===== src/rtl/mips_pkg.sv =====
// +----------------------------------------------------------------------+
// | mips_pkg : shared MIPS32 pipeline constants and PC-select encoding   |
// | Rev 1.0                                                              |
// +----------------------------------------------------------------------+
`default_nettype none

package mips_pkg;

    localparam logic [31:0] RESET_PC_DEFAULT   = 32'h0040_0000;
    localparam logic [31:0] EXC_VECTOR_DEFAULT = 32'h8000_0004;
    localparam logic [31:0] NOP_INST           = 32'h0000_0000;

    typedef enum logic [2:0] {
        SEQ    = 3'd0,
        HOLD   = 3'd1,
        BRANCH = 3'd2,
        JR     = 3'd3,
        JUMP   = 3'd4,
        IRQ    = 3'd5
    } pc_sel_t;

endpackage

`default_nettype wire


===== src/rtl/ifid_reg.sv =====
// +----------------------------------------------------------------------+
// | ifid_reg : IF/ID pipeline register with load, flush and hold         |
// | Rev 1.0                                                              |
// +----------------------------------------------------------------------+
`default_nettype none

module ifid_reg
    import mips_pkg::*;
(
    input  logic        clk,
    input  logic        rst_n,
    input  logic        load,
    input  logic        flush,
    input  logic        hold,
    input  logic [31:0] inst,
    input  logic [31:0] pc_plus4,
    input  logic [31:0] bubble_pc_plus4,
    output logic [31:0] ifid_inst,
    output logic [31:0] ifid_pc_plus4,
    output logic        ifid_valid
);

    logic [31:0] r_inst;
    logic [31:0] r_pc_plus4;
    logic        r_valid;

    // A bubble normally carries pc_plus4 = 0; an interrupt bubble keeps the
    // interrupted PC+4 so the EPC can be captured further down the pipe.
    always_ff @(posedge clk) begin
        if (!rst_n) begin
            r_inst     <= NOP_INST;
            r_pc_plus4 <= 32'h0;
            r_valid    <= 1'b0;
        end else if (flush) begin
            r_inst     <= NOP_INST;
            r_pc_plus4 <= bubble_pc_plus4;
            r_valid    <= 1'b0;
        end else if (hold) begin
            r_inst     <= r_inst;
            r_pc_plus4 <= r_pc_plus4;
            r_valid    <= r_valid;
        end else if (load) begin
            r_inst     <= inst;
            r_pc_plus4 <= pc_plus4;
            r_valid    <= 1'b1;
        end
    end

    assign ifid_inst     = r_inst;
    assign ifid_pc_plus4 = r_pc_plus4;
    assign ifid_valid    = r_valid;

endmodule

`default_nettype wire


===== src/rtl/if_stage.sv =====
// +----------------------------------------------------------------------+
// | if_stage : MIPS32 instruction fetch (PC, next-PC select, IF/ID)      |
// | Optional interrupt redirect enabled by macro IF_IRQ_EN.  Rev 1.0     |
// +----------------------------------------------------------------------+
`default_nettype none

module if_stage
    import mips_pkg::*;
#(
    parameter logic [31:0] RESET_PC   = RESET_PC_DEFAULT,
    parameter logic [31:0] EXC_VECTOR = EXC_VECTOR_DEFAULT
) (
    input  logic        clk,
    input  logic        rst_n,
    output logic [31:0] imem_addr,
    input  logic [31:0] imem_inst,
    input  logic        stall,
    input  logic        id_jump,
    input  logic [31:0] id_jump_target,
    input  logic        id_jr,
    input  logic [31:0] id_jr_target,
    input  logic        ex_branch_taken,
    input  logic [31:0] ex_branch_target,
`ifdef IF_IRQ_EN
    input  logic        irq,
    output logic        irq_taken,
`endif
    output logic [31:0] pc,
    output logic [31:0] ifid_inst,
    output logic [31:0] ifid_pc_plus4,
    output logic        ifid_valid
);

    localparam logic [31:0] c_align_mask = 32'hFFFF_FFFC;

    logic [31:0] r_pc;
    logic [31:0] w_pc_plus4;
    logic [31:0] w_pc_next;
    logic [31:0] w_bubble_pc_plus4;
    logic        w_flush;
    logic        w_hold;
    pc_sel_t     w_sel;

    assign w_pc_plus4 = r_pc + 32'd4;

    // Redirects outrank stall: the stalled instruction is younger than the
    // instruction requesting the redirect.
    always_comb begin
        w_sel = SEQ;
        if (ex_branch_taken)
            w_sel = BRANCH;
        else if (id_jr)
            w_sel = JR;
        else if (id_jump)
            w_sel = JUMP;
        else if (stall)
            w_sel = HOLD;
`ifdef IF_IRQ_EN
        else if (irq && !r_pc[31])
            w_sel = IRQ;
`endif
    end

    always_comb begin
        w_pc_next = w_pc_plus4;
        unique case (w_sel)
            BRANCH:  w_pc_next = ex_branch_target & c_align_mask;
            JR:      w_pc_next = id_jr_target & c_align_mask;
            JUMP:    w_pc_next = id_jump_target & c_align_mask;
            HOLD:    w_pc_next = r_pc;
`ifdef IF_IRQ_EN
            IRQ:     w_pc_next = EXC_VECTOR & c_align_mask;
`endif
            default: w_pc_next = w_pc_plus4;
        endcase
    end

    always_ff @(posedge clk) begin
        if (!rst_n)
            r_pc <= RESET_PC & c_align_mask;
        else
            r_pc <= w_pc_next;
    end

    assign w_flush = (w_sel == BRANCH) || (w_sel == JR) ||
                     (w_sel == JUMP)   || (w_sel == IRQ);
    assign w_hold  = (w_sel == HOLD);
    assign w_bubble_pc_plus4 = (w_sel == IRQ) ? w_pc_plus4 : 32'h0;

`ifdef IF_IRQ_EN
    logic r_irq_taken;

    always_ff @(posedge clk) begin
        if (!rst_n)
            r_irq_taken <= 1'b0;
        else
            r_irq_taken <= (w_sel == IRQ);
    end

    assign irq_taken = r_irq_taken;
`else
    logic w_unused_exc;
    assign w_unused_exc = ^EXC_VECTOR;
`endif

    ifid_reg u_ifid_reg (
        .clk             (clk),
        .rst_n           (rst_n),
        .load            (1'b1),
        .flush           (w_flush),
        .hold            (w_hold),
        .inst            (imem_inst),
        .pc_plus4        (w_pc_plus4),
        .bubble_pc_plus4 (w_bubble_pc_plus4),
        .ifid_inst       (ifid_inst),
        .ifid_pc_plus4   (ifid_pc_plus4),
        .ifid_valid      (ifid_valid)
    );

    assign pc        = r_pc;
    assign imem_addr = r_pc;

endmodule

`default_nettype wire


===== config.mk =====
export PLATFORM = sky130hd
export DESIGN_NAME = if_stage
export DESIGN_NICKNAME = d
export VERILOG_FILES = /design/src/rtl/mips_pkg.sv /design/src/rtl/ifid_reg.sv /design/src/rtl/if_stage.sv
export SDC_FILE = /design/constraint.sdc
export NUM_CORES = 1
export LEC_CHECK = 0
export ABC_AREA = 1
export BUFFER_PORTS_ARGS = -buffer_cell sky130_fd_sc_hd__buf_4
export CAP_MARGIN = 20
export CORE_MARGIN = 4
export CORE_UTILIZATION = 41
export DETAILED_ROUTE_END_ITERATION = 12
export PLACE_DENSITY = 0.77
export SLEW_MARGIN = 20
export SYNTH_ARGS = -nofsm -noshare
export SYNTH_HDL_FRONTEND = slang
export SYNTH_SLANG_ARGS = --single-unit

===== constraint.sdc =====
create_clock -name clk -period 1.4 [get_ports clk]
set_input_delay 0.28 -clock clk [delete_from_list [all_inputs] [get_ports clk]]
set_output_delay 0.28 -clock clk [all_outputs]
set_load 0.02 [all_outputs]

==> results of run 1 <==
-- repair_timing --
action	in CTS	in global routing
hold buffers	0	0
resized for setup	21	108
buffers inserted	0	10
pin swaps	3	28
endpoints found under the setup margin	23	50
-- worst min-delay path by stage --
| stage | to | cells past startpoint |
|---|---|---|
| final | u_ifid_reg.ifid_inst[21]$_SDFFE_PP0P_ | 3 |
| after global routing | u_ifid_reg.ifid_inst[17]$_SDFFE_PP0P_ | 3 |
| after global placement | u_ifid_reg.ifid_inst[30]$_SDFFE_PP0P_ | 2 |
| after detailed placement | u_ifid_reg.ifid_inst[30]$_SDFFE_PP0P_ | 2 |
| after CTS | u_ifid_reg.ifid_inst[2]$_SDFFE_PP0P_ | 3 |
| after floorplan | u_ifid_reg.ifid_inst[18]$_SDFFE_PP0P_ | 2 |
-- cells by family (layout without fill, tap and decap cells) --
family	count (synthesis)	after routing	share of synthesized area [%]
other	1	6	0.0762
flip-flops	93	93	37.8
buffers and inverters	113	383	12.3
adder cells (fa/ha/maj)	1	1	0.254
XOR/XNOR	10	10	1.78
AND/OR/NAND/NOR	389	389	33.3
AO/OA/AOI/OAI	133	133	14.5
-- area by class of cell --
cell class,instances,area (µm²),area share [%]
Clock buffer,11,243,3.04
Clock inverter,5,60.1,0.753
Inverter,43,176,2.21
Multi-Input combinational cell,539,2850,35.7
Sequential cell,93,1920,24.0
Tap cell,143,179,2.24
Timing Repair Buffer,324,2560,32.1
-- state kept, by name, indices dropped and copies added, names as in the netlist --
name / cells
imem_addr: 30
u_ifid_reg.ifid_inst: 32
u_ifid_reg.ifid_valid: 1
u_ifid_reg.ifid_pc_plus4: 30
-- cell usage after synthesis, drive strengths merged --
master | count | area [µm²]
a211oi | 2 | 15.0
nand3 | 39 | 200
nor2 | 57 | 272
xor2 | 7 | 61.3
o21ai | 17 | 85.1
nand4 | 1 | 6.26
nand3b | 6 | 45.0
nor3 | 1 | 16.3
clkbuf | 12 | 45.0
dfxtp | 93 | 1860
a22oi | 2 | 15.0
clkinv | 2 | 7.51
a221oi | 8 | 70.1
nand2 | 283 | 1090
ha | 1 | 12.5
a21oi | 102 | 510
buf | 58 | 398
a41oi | 2 | 17.5
inv | 41 | 154
xnor2 | 3 | 26.3
or2 | 2 | 12.5
conb | 1 | 3.75
-- cell usage in the layout, fill, tap and decap left out, types with 2 or more instances in the layout --
master	netlist	final
or2_2	2	2
nor2_1	46	19
nand2_8	0	2
nand2_1	277	244
buf_4	38	309
inv_1	39	36
a21oi_2	0	12
buf_6	2	7
nand3_1	38	31
a41oi_1	2	2
clkinv_4	0	2
conb_1	1	6
dfxtp_1	93	69
nor2_2	5	20
nand3b_1	6	6
buf_12	0	8
nor2_4	6	18
nand2_2	4	35
dfxtp_4	0	10
xor2_1	7	7
a22oi_1	2	2
o21ai_0	17	14
a221oi_1	8	8
a211oi_1	2	2
nand3_2	1	7
clkinv_1	2	2
clkbuf_16	0	9
inv_2	2	3
xnor2_1	3	2
a21oi_1	102	89
nand2_4	2	2
dfxtp_2	0	14
-- layer usage --
layer | vias up | track usage [%]
met5 | - | 0
met4 | 0 | 5.71
met3 | 27 | 6.54
met2 | 232 | 41.4
met1 | 2667 | 30.3
li1 | 2875 | -
-- worst min-delay path, delay by kind of cell --
kind | cells | cell delay (ns)
buf+inv | 1 | 0.11
simple gates | 1 | 0.05
compound gates | 1 | 0.05
-- report_power, final --
| group | switching, mW | internal (mW) | leakage (nW) |
|---|---|---|---|
| Sequential | 0.0972 | 2.74 | 0.768 |
| Combinational | 0.746 | 0.718 | 2.85 |
| Clock | 1.06 | 1.44 | 0.146 |
| Total | 1.91 | 4.89 | 3.77 |
==> summary.md, run 1 <==
| Metric | Value |
|---|---|
| Vias in the first global route | approximately 5400 |
| Critical path endpoint | imem_addr[22]$_SDFFE_PN1P_ |
| Vias/cell | 5.01 |
| Max Fclk | 669 MHz |
| R2R Path Start | imem_addr[9]$_SDFFE_PN0P_ |
| Nets@finish | between 1000 and 1500 |
| Initial antenna violation count | 0 |
| Remaining DRCs | 0 |
| Tmin final | 1.50 ns |
| Most frequent cell on the critical path | nand2_1 |
| Number of top-level pins | between 200 and 300 |
| Die area | around 14000 µm² |
| Place WS | -0.111 ns |
| Lkg Pwr | roughly 3.8 nW |
| Met3 routed WL | about 1.4 mm |
| Starting Density | 42.6% |
| Mean Syn Cell Area | 6.65 µm² |
| Max FO, Critical Path | 5 |
| Setup TNS | -1.05 ns |
| Initial DRC Count | approximately 340 |
| Yosys Warn Count | 0 |
| Port bufs | 250 |
| Post-synthesis sequential area ratio | ~38% |
| Clock Skew | between 0.006 and 0.007 ns |
| Final setup fails | 18 |
| Worst VDD drop | between 0.6 and 0.7 mV |
| GPL Wtd Cong | between 0.9 and 1 |
| Status | finished, violations left |
| Post-Synthesis Cell Area | just under 5000 µm² |
| Worst Setup Slack, final | -0.0952 ns |
| Met2 WL | about 9.1 mm |
| Rows | 39 |
| Area growth syn-to-layout | 62.1% |
| Final Power | 6.80 mW |
| R2R Path End | imem_addr[22]$_SDFFE_PN1P_ |
| CTS tree | yes |
| Chip Height | around 120 µm |
| WL final | between 15 and 20 mm |
| CP Data Arrival Time | around 1.7 ns |
| Layout Cells excl Fill | between 1000 and 1500 |
| Worst reg2reg setup slack | -0.1 ns |
| Vias | between 5000 and 6000 |
| Pwr/cell area | between 800 and 900 nW/µm² |
| Crit path cell chain | nand2_2, nor2_4, nand2_2, nor2_4, nand4_1, nand3_2, nand2_1, nand2_1, nand2_1 |
| Critical path endpoint category | flop |
| Clock Pin Slew Worst Setup and Hold Paths | approximately 0.070 ns |
| DP Area | between 7000 and 8000 µm² |
| Gr ovfl total | 0 |
| Unrepaired setup endpoints after global routing | yes |
| Tcrit/Tclk final | 107% |
| Clock buffers created by TritonCTS | 9 |
| Share of layout cells above drive strength 1 | 46.6% |
| Die X | 118 µm |
| Wire length per cell | approximately 16 µm |
| Failing checks | negative setup slack |
| Global-route usage over all layers | between 20% and 30% |
| Finished Core Util | 69.0% |
| Flops & latches, synth | 93 |
| R2R depth | 9 |
| DP Wirelength | roughly 14 mm |
| Final Hold Viols | 0 |
| Root Buffer Master | clkbuf_16 |
| Slew Limit Fails | 0 |
| Max-cap viol count | 0 |
| Critical path type | reg2reg |
| Htree depth | 3 |
| Fillers | just under 1000 |
| Met1 wire length | approximately 7.3 mm |
| Clock sink count | 93 |
| Delay-heaviest family, CP | simple AND/OR/NAND/NOR gates |
| Pre-antenna DRT Iters | 5 |
| Buf/Inv on CP | 0 |
| Hold_sp | imem_inst[21] |
| # diodes | 0 |
| Cell variety after synth | 30 |
| Slowest stage delay, CP | ~0.37 ns |
| Core area | 11600 µm² |
| Antenna-violating nets left | 0 |
| Largest net degree at the start of global routing | 42 |
| Later-pin clock latency in the skew report | about 0.35 ns |
| Post-Syn Instances | 740 |
| Longest Clk Path Bufs | 2 |
| Crit path max-delay cell type | dfxtp_4 |
| DR top layer | met4 |
| Placed instance count | approximately 1100 |
| Hold crit path type | in2reg |
| First-pass GRT wire length | around 27 mm |
| Fin area | 7980 µm² |
| Hold_ws | ~0.19 ns |
| CP Launch Type | flop |
| Worst EP required | roughly 1.6 ns |
| Crit path depth | 9 |
| Worst setup path start | imem_addr[9]$_SDFFE_PN0P_ |
Power figures use the tool's default switching activity.
==> run 2, diff against run 1 <==
--- a/config.mk
+++ b/config.mk
@@ -12,6 +12,7 @@
 export CORE_UTILIZATION = 41
 export DETAILED_ROUTE_END_ITERATION = 12
 export PLACE_DENSITY = 0.77
+export REMOVE_ABC_BUFFERS = 1
 export SLEW_MARGIN = 20
 export SYNTH_ARGS = -nofsm -noshare
 export SYNTH_HDL_FRONTEND = slang
==> summary.md, run 2 (same netlist as run 1, synthesis figures left out) <==
| Metric | Value |
|---|---|
| Max Fclk | around 700 MHz |
| Global-route usage over all layers | ~23% |
| Max FO, Critical Path | 4 |
| Pwr/cell area | roughly 850 nW/µm² |
| Place WS | -0.164 ns |
| Clock Pin Slew Worst Setup and Hold Paths | roughly 0.07 ns |
| Met2 WL | between 8 and 9 mm |
| Fillers | 1017 |
| Initial antenna violation count | 0 |
| Critical path endpoint category | flop |
| Buf/Inv on CP | 2 |
| Worst Setup Slack, final | -0.0245 ns |
| R2R depth | 10 |
| First-pass GRT wire length | between 20 and 30 mm |
| WHS Endpoint | u_ifid_reg.ifid_inst[8]$_SDFFE_PP0P_ |
| Max-cap viol count | 0 |
| Clock Skew | between 0.01 and 0.015 ns |
| Initial DRC Count | approximately 320 |
| Share of layout cells above drive strength 1 | between 40 and 50% |
| Hold_buf cts | 0 |
| Delay-heaviest family, CP | simple AND/OR/NAND/NOR gates |
| R2R Path End | u_ifid_reg.ifid_pc_plus4[29]$_SDFFE_PN0P_ |
| Final setup fails | 7 |
| Lkg Pwr | 3.86 nW |
| Die X | roughly 120 µm |
| Vias in the first global route | 5393 |
| Slowest stage delay, CP | 0.36 ns |
| # diodes | 0 |
| DP Area | 7210 µm² |
| CP Data Arrival Time | ~1.7 ns |
| Largest net degree at the start of global routing | 44 |
| Rows | 39 |
| Status | finished, violations left |
| Most frequent cells in the layout | buf_4 (313), nand2_1 (253), a21oi_1 (89), dfxtp_1 (70) |
| Vias/cell | roughly 4.9 |
| Area growth syn-to-layout | 62.0% |
| Clock sink count | 93 |
| Most frequent cell on the critical path | nand2_1 |
| Final Hold Viols | 0 |
| Vias | approximately 5700 |
| Die area | between 10000 and 15000 µm² |
| Later-pin clock latency in the skew report | 0.34 ns |
| Tcrit/Tclk final | 102% |
| Worst EP required | 1.62 ns |
| Slew Limit Fails | 0 |
| Met3 routed WL | around 910 µm |
| Port bufs | between 200 and 300 |
| Failing checks | negative setup slack |
| Number of top-level pins | approximately 260 |
| Remaining DRCs | 0 |
| Tmin final | between 1 and 1.5 ns |
| CP Launch Type | flop |
| WL final | 16.8 mm |
| Worst reg2reg setup slack | -0.02 ns |
| R2R Path Start | imem_addr[3]$_SDFFE_PN0P_ |
| Worst VDD drop | between 0.6 and 0.7 mV |
| Fin area | 7970 µm² |
| Longest Clk Path Bufs | 2 |
| Crit path max-delay cell type | dfxtp_2 |
| Gr ovfl total | 0 |
| GPL Wtd Cong | around 0.95 |
| DR top layer | met4 |
| Most common cell after layout, fill and taps aside | buf_4 |
| Hold path cells | 3 |
| Core area | around 12000 µm² |
| Chip Height | between 100 and 150 µm |
| Pre-antenna DRT Iters | 4 |
| Hold_sp | imem_inst[8] |
| Antenna-violating nets left | 0 |
| Critical path type | reg2reg |
| Hold crit path type | in2reg |
| Clock buffers created by TritonCTS | 9 |
| Max FFs per register | 32 |
| Crit path cell chain | buf_6, nand2_4, nor2_4, inv_2, nor2_4, nand2_1, nand2_1, nand2_1, nand2_2, a21oi_1 |
| Htree depth | 3 |
| Final Power | ~6.8 mW |
| Met1 wire length | 7.12 mm |
| Finished Core Util | 68.9% |
| Root Buffer Master | clkbuf_16 |
| CTS tree | yes |
| Unrepaired setup endpoints after global routing | yes |
| Nets@finish | 1152 |
| DP Wirelength | 12.9 mm |
| Starting Density | 42.6% |
| Wire length per cell | 14.4 µm |
[run 2: changes by cell type in the layout (fill, tap and decap cells not counted), sizes merged]
cell      before  now
inv           40   43
clkinvlp       1    0
clkbuf        11   10
clkinv         6    5
buf          324  331
[run 2: worst reg2reg max path: cells and delay by family, from the launching register on]
family / cells / cell delay (ns)
flip-flops: 1 / 0.36
AND/OR/NAND/NOR: 7 / 0.71
buffers and inverters: 2 / 0.18
AO/OA/AOI/OAI: 1 / 0.06
[run 2: worst max-delay path by stage]
stage / startpoint / endpoint / slack [ns] / depth (start not counted)
after global placement: imem_addr[2]$_SDFFE_PN0P_ / imem_addr[28]$_SDFFE_PN0P_ / -0.1 / 12
after floorplan: id_jump / imem_addr[11]$_SDFFE_PN0P_ / -0.93 / 5
final: imem_addr[3]$_SDFFE_PN0P_ / u_ifid_reg.ifid_pc_plus4[29]$_SDFFE_PN0P_ / -0.02 / 10
after detailed placement: imem_addr[2]$_SDFFE_PN0P_ / imem_addr[28]$_SDFFE_PN0P_ / -0.16 / 12
after global routing: imem_addr[16]$_SDFFE_PN0P_ / imem_addr[26]$_SDFFE_PN0P_ / -0.14 / 11
after CTS: imem_addr[3]$_SDFFE_PN0P_ / imem_addr[12]$_SDFFE_PN0P_ / -0.02 / 9
[run 2: area by class of cell]
| cell class | instances | area, µm² | share of cell area (%) |
|---|---|---|---|
| Multi-Input combinational cell | 539 | 2780 | 34.8 |
| Tap cell | 143 | 179 | 2.24 |
| Timing Repair Buffer | 331 | 2630 | 33.0 |
| Inverter | 43 | 166 | 2.09 |
| Clock buffer | 10 | 229 | 2.87 |
| Sequential cell | 93 | 1920 | 24.1 |
| Clock inverter | 6 | 70.1 | 0.879 |
[run 2: power by group]
group          total [mW]  switching [mW]  leakage [nW]  internal [mW]
clock network        2.46            1.06         0.147           1.40
registers            2.83          0.0955         0.769           2.74
logic                1.48           0.742          2.95          0.737
total                6.77            1.90          3.86           4.87
[run 2: what timing repair did]
action | in CTS | in global routing
pin swaps | 8 | 37
endpoints found under the setup margin | 37 | 50
gates resized for setup | 47 | 92
setup buffers | 2 | 7
[run 2: per-stage QoR]
step / cells / hold WS, ns / TNS (ns)
2_1_floorplan: 675 / 0.349 / -73.81
6_report: 1165 / 0.198 / -0.0941
3_3_place_gp: 1140 / 0.449 / -0.782
4_1_cts: 1158 / 0.194 / -0.0216
5_1_grt: 1165 / 0.194 / -2.16
3_5_place_dp: 1140 / 0.452 / -2.40
[run 2: metal layers]
metal | GRT usage (%) | up-vias
met2 | 40.4 | 164
li1 | - | 2884
met4 | 4.98 | 0
met1 | 28.4 | 2651
met3 | 4.37 | 22
met5 | 0 | -
==> run 3, diff against run 2 <==
--- a/config.mk
+++ b/config.mk
@@ -6,12 +6,12 @@
 export NUM_CORES = 1
 export LEC_CHECK = 0
 export ABC_AREA = 1
-export BUFFER_PORTS_ARGS = -buffer_cell sky130_fd_sc_hd__buf_4
+export BUFFER_PORTS_ARGS = -buffer_cell sky130_fd_sc_hd__clkbuf_2
 export CAP_MARGIN = 20
 export CORE_MARGIN = 4
-export CORE_UTILIZATION = 41
+export CORE_UTILIZATION = 45
 export DETAILED_ROUTE_END_ITERATION = 12
-export PLACE_DENSITY = 0.77
+export PLACE_DENSITY = 0.8
 export REMOVE_ABC_BUFFERS = 1
 export SLEW_MARGIN = 20
 export SYNTH_ARGS = -nofsm -noshare
==> constraint.sdc (replaced) <==
create_clock -name clk -period 1.6 [get_ports clk]
set_input_delay 0.32 -clock clk [delete_from_list [all_inputs] [get_ports clk]]
set_output_delay 0.32 -clock clk [all_outputs]
set_load 0.02 [all_outputs]
==> summary.md, run 3 (same netlist as run 1, synthesis figures left out) <==
| Metric | Value |
|---|---|
| Status | finished, final reports clean |
| Reg area | 1870 µm² |
| Vias in the first global route | between 5000 and 6000 |
| Tcrit/Tclk final | around 93% |
| Chip Height | approximately 110 µm |
| Unrepaired setup endpoints after global routing | yes |
| R2R Path Start | imem_addr[2]$_SDFFE_PN0P_ |
| GPL Wtd Cong | between 0.9 and 1 |
| Die X | 113 µm |
| R2R depth | 12 |
| Layout Cells excl Fill | ~1100 |
| DP Wirelength | between 10 and 15 mm |
| Max Fclk | just under 700 MHz |
| Worst VDD drop | 0.424 mV |
| Lkg Pwr | between 3 and 4 nW |
| Hold_buf cts | 0 |
| CP Data Arrival Time | ~1.8 ns |
| Max-cap viol count | 0 |
| First-pass GRT wire length | 24.8 mm |
| Clock Skew | approximately 0.015 ns |
| WHS Endpoint | u_ifid_reg.ifid_inst[6]$_SDFFE_PP0P_ |
| Worst Setup Slack, final | between 0.1 and 0.15 ns |
| Setup TNS | 0 ns |
| Vias | about 5400 |
| Core area | ~11000 µm² |
| Most common cell after layout, fill and taps aside | nand2_1 |
| Global-route usage over all layers | between 20% and 30% |
| Clock Pin Slew Worst Setup and Hold Paths | 0.10 ns |
| Number of top-level pins | about 260 |
| Max FFs per register | 32 |
| Vias/cell | just under 5 |
| Later-pin clock latency in the skew report | ~0.36 ns |
| Root Buffer Master | clkbuf_8 |
| Port bufs | 250 |
| Hold_sp | imem_inst[6] |
| CTS tree | yes |
| Antenna-violating nets left | 0 |
| Slew Limit Fails | 0 |
| Final setup fails | 0 |
| Pre-antenna DRT Iters | 6 |
| Rows | 37 |
| # diodes | 0 |
| Area growth syn-to-layout | 35.0% |
| Remaining DRCs | 0 |
| Longest Clk Path Bufs | 2 |
| Fillers | approximately 1000 |
| Worst reg2reg setup slack | between 0.1 and 0.15 ns |
| CP Launch Type | flop |
| Tmin final | about 1.5 ns |
| Share of layout cells above drive strength 1 | 35.7% |
| Critical path endpoint category | flop |
| Initial DRC Count | roughly 290 |
| Multi-input logic area | 2520 µm² |
| Clock buffers created by TritonCTS | 9 |
| Critical path type | reg2reg |
| Final Hold Viols | 0 |
| Nets@finish | approximately 1100 |
| Largest net degree at the start of global routing | 46 |
| Most frequent cells in the layout | nand2_1 (275), clkbuf_2 (250), a21oi_1 (102), dfxtp_1 (89), buf_4 (44) |
| Die area | about 13000 µm² |
| Clock sink count | just over 90 |
| Gr ovfl total | 0 |
| WL final | 15.3 mm |
| Wire length per cell | approximately 14 µm |
| Hold path cells | 3 |
| Initial antenna violation count | 0 |
| R2R Path End | imem_addr[28]$_SDFFE_PN0P_ |
| Max FO, Critical Path | 4 |
| Place WS | -0.0404 ns |
| Hold crit path type | in2reg |
| Pwr/cell area | approximately 770 nW/µm² |
| Placed instance count | 1111 |
| Starting Density | about 47% |
| Htree depth | 3 |
| Worst EP required | between 1.5 and 2 ns |
[run 3: cell type report]
type | instances | share of cell area (%)
multi-input cells | 539 | 38.0
flip-flops and latches | 93 | 28.1
repair buffers | 301 | 25.9
well taps | 136 | 2.56
inverters | 43 | 2.47
clock buffers | 11 | 2.13
clock inverters | 5 | 0.904
[run 3: how the worst max path moves through the flow]
| stage | startpoint | to | slack [ns] |
|---|---|---|---|
| after floorplan | id_jump | imem_addr[11]$_SDFFE_PN0P_ | -0.77 |
| after global placement | ex_branch_taken | imem_addr[6]$_SDFFE_PN0P_ | -0.02 |
| after detailed placement | ex_branch_taken | imem_addr[20]$_SDFFE_PN0P_ | -0.04 |
| after CTS | imem_addr[5]$_SDFFE_PN0P_ | imem_addr[21]$_SDFFE_PN0P_ | 0.008 |
| after global routing | imem_addr[11]$_SDFFE_PN0P_ | imem_addr[24]$_SDFFE_PN0P_ | -0.04 |
| final | imem_addr[2]$_SDFFE_PN0P_ | imem_addr[28]$_SDFFE_PN0P_ | 0.11 |
[run 3: where the power goes]
group | leakage, nW | switching (mW) | internal, mW
combinational | 2.50 | 0.600 | 0.428
clock | 0.0995 | 0.844 | 0.770
sequential | 0.759 | 0.0672 | 2.39
[run 3: metrics by stage]
| stage | utilization, % | total power, mW | hold WS (ns) | instance area [µm²] |
|---|---|---|---|---|
| after detailed placement | 60.8 | 3.54 | 0.453 | 6380 |
| after CTS | 62.7 | 5.13 | 0.176 | 6590 |
| after floorplan | - | 3.01 | 0.389 | 4500 |
| after global placement | 60.8 | 3.52 | 0.448 | 6380 |
| after global routing | 63.2 | 5.35 | 0.179 | 6650 |
| final | 63.2 | 5.10 | 0.187 | 6650 |
[run 3: repair_timing]
item                                    CTS  global route
endpoints found under the setup margin    0            21
buffers inserted                          0             1
gates resized for setup                   0            18
[run 3: critical path, stage by stage (launching register included)]
cell and delay (ns):
dfxtp_2 0.34, ha_2 0.20, nand3_4 0.11, inv_4 0.09, nand2_4 0.08, nor2_4 0.17
nand2_1 0.07, nand2_1 0.05, nand2_1 0.05, nand2_1 0.07, nand3_1 0.06, nand2_1 0.06
inv_1 0.03
[run 3: metal layers]
layer | part of all wire [%] | vias to the layer above | track usage, %
met5 | 0 | - | 0
met2 | 49 | 175 | 40.4
met4 | 1.2 | 0 | 5.13
li1 | - | 2823 | -
met3 | 6.3 | 16 | 3.94
met1 | 43 | 2414 | 31.1
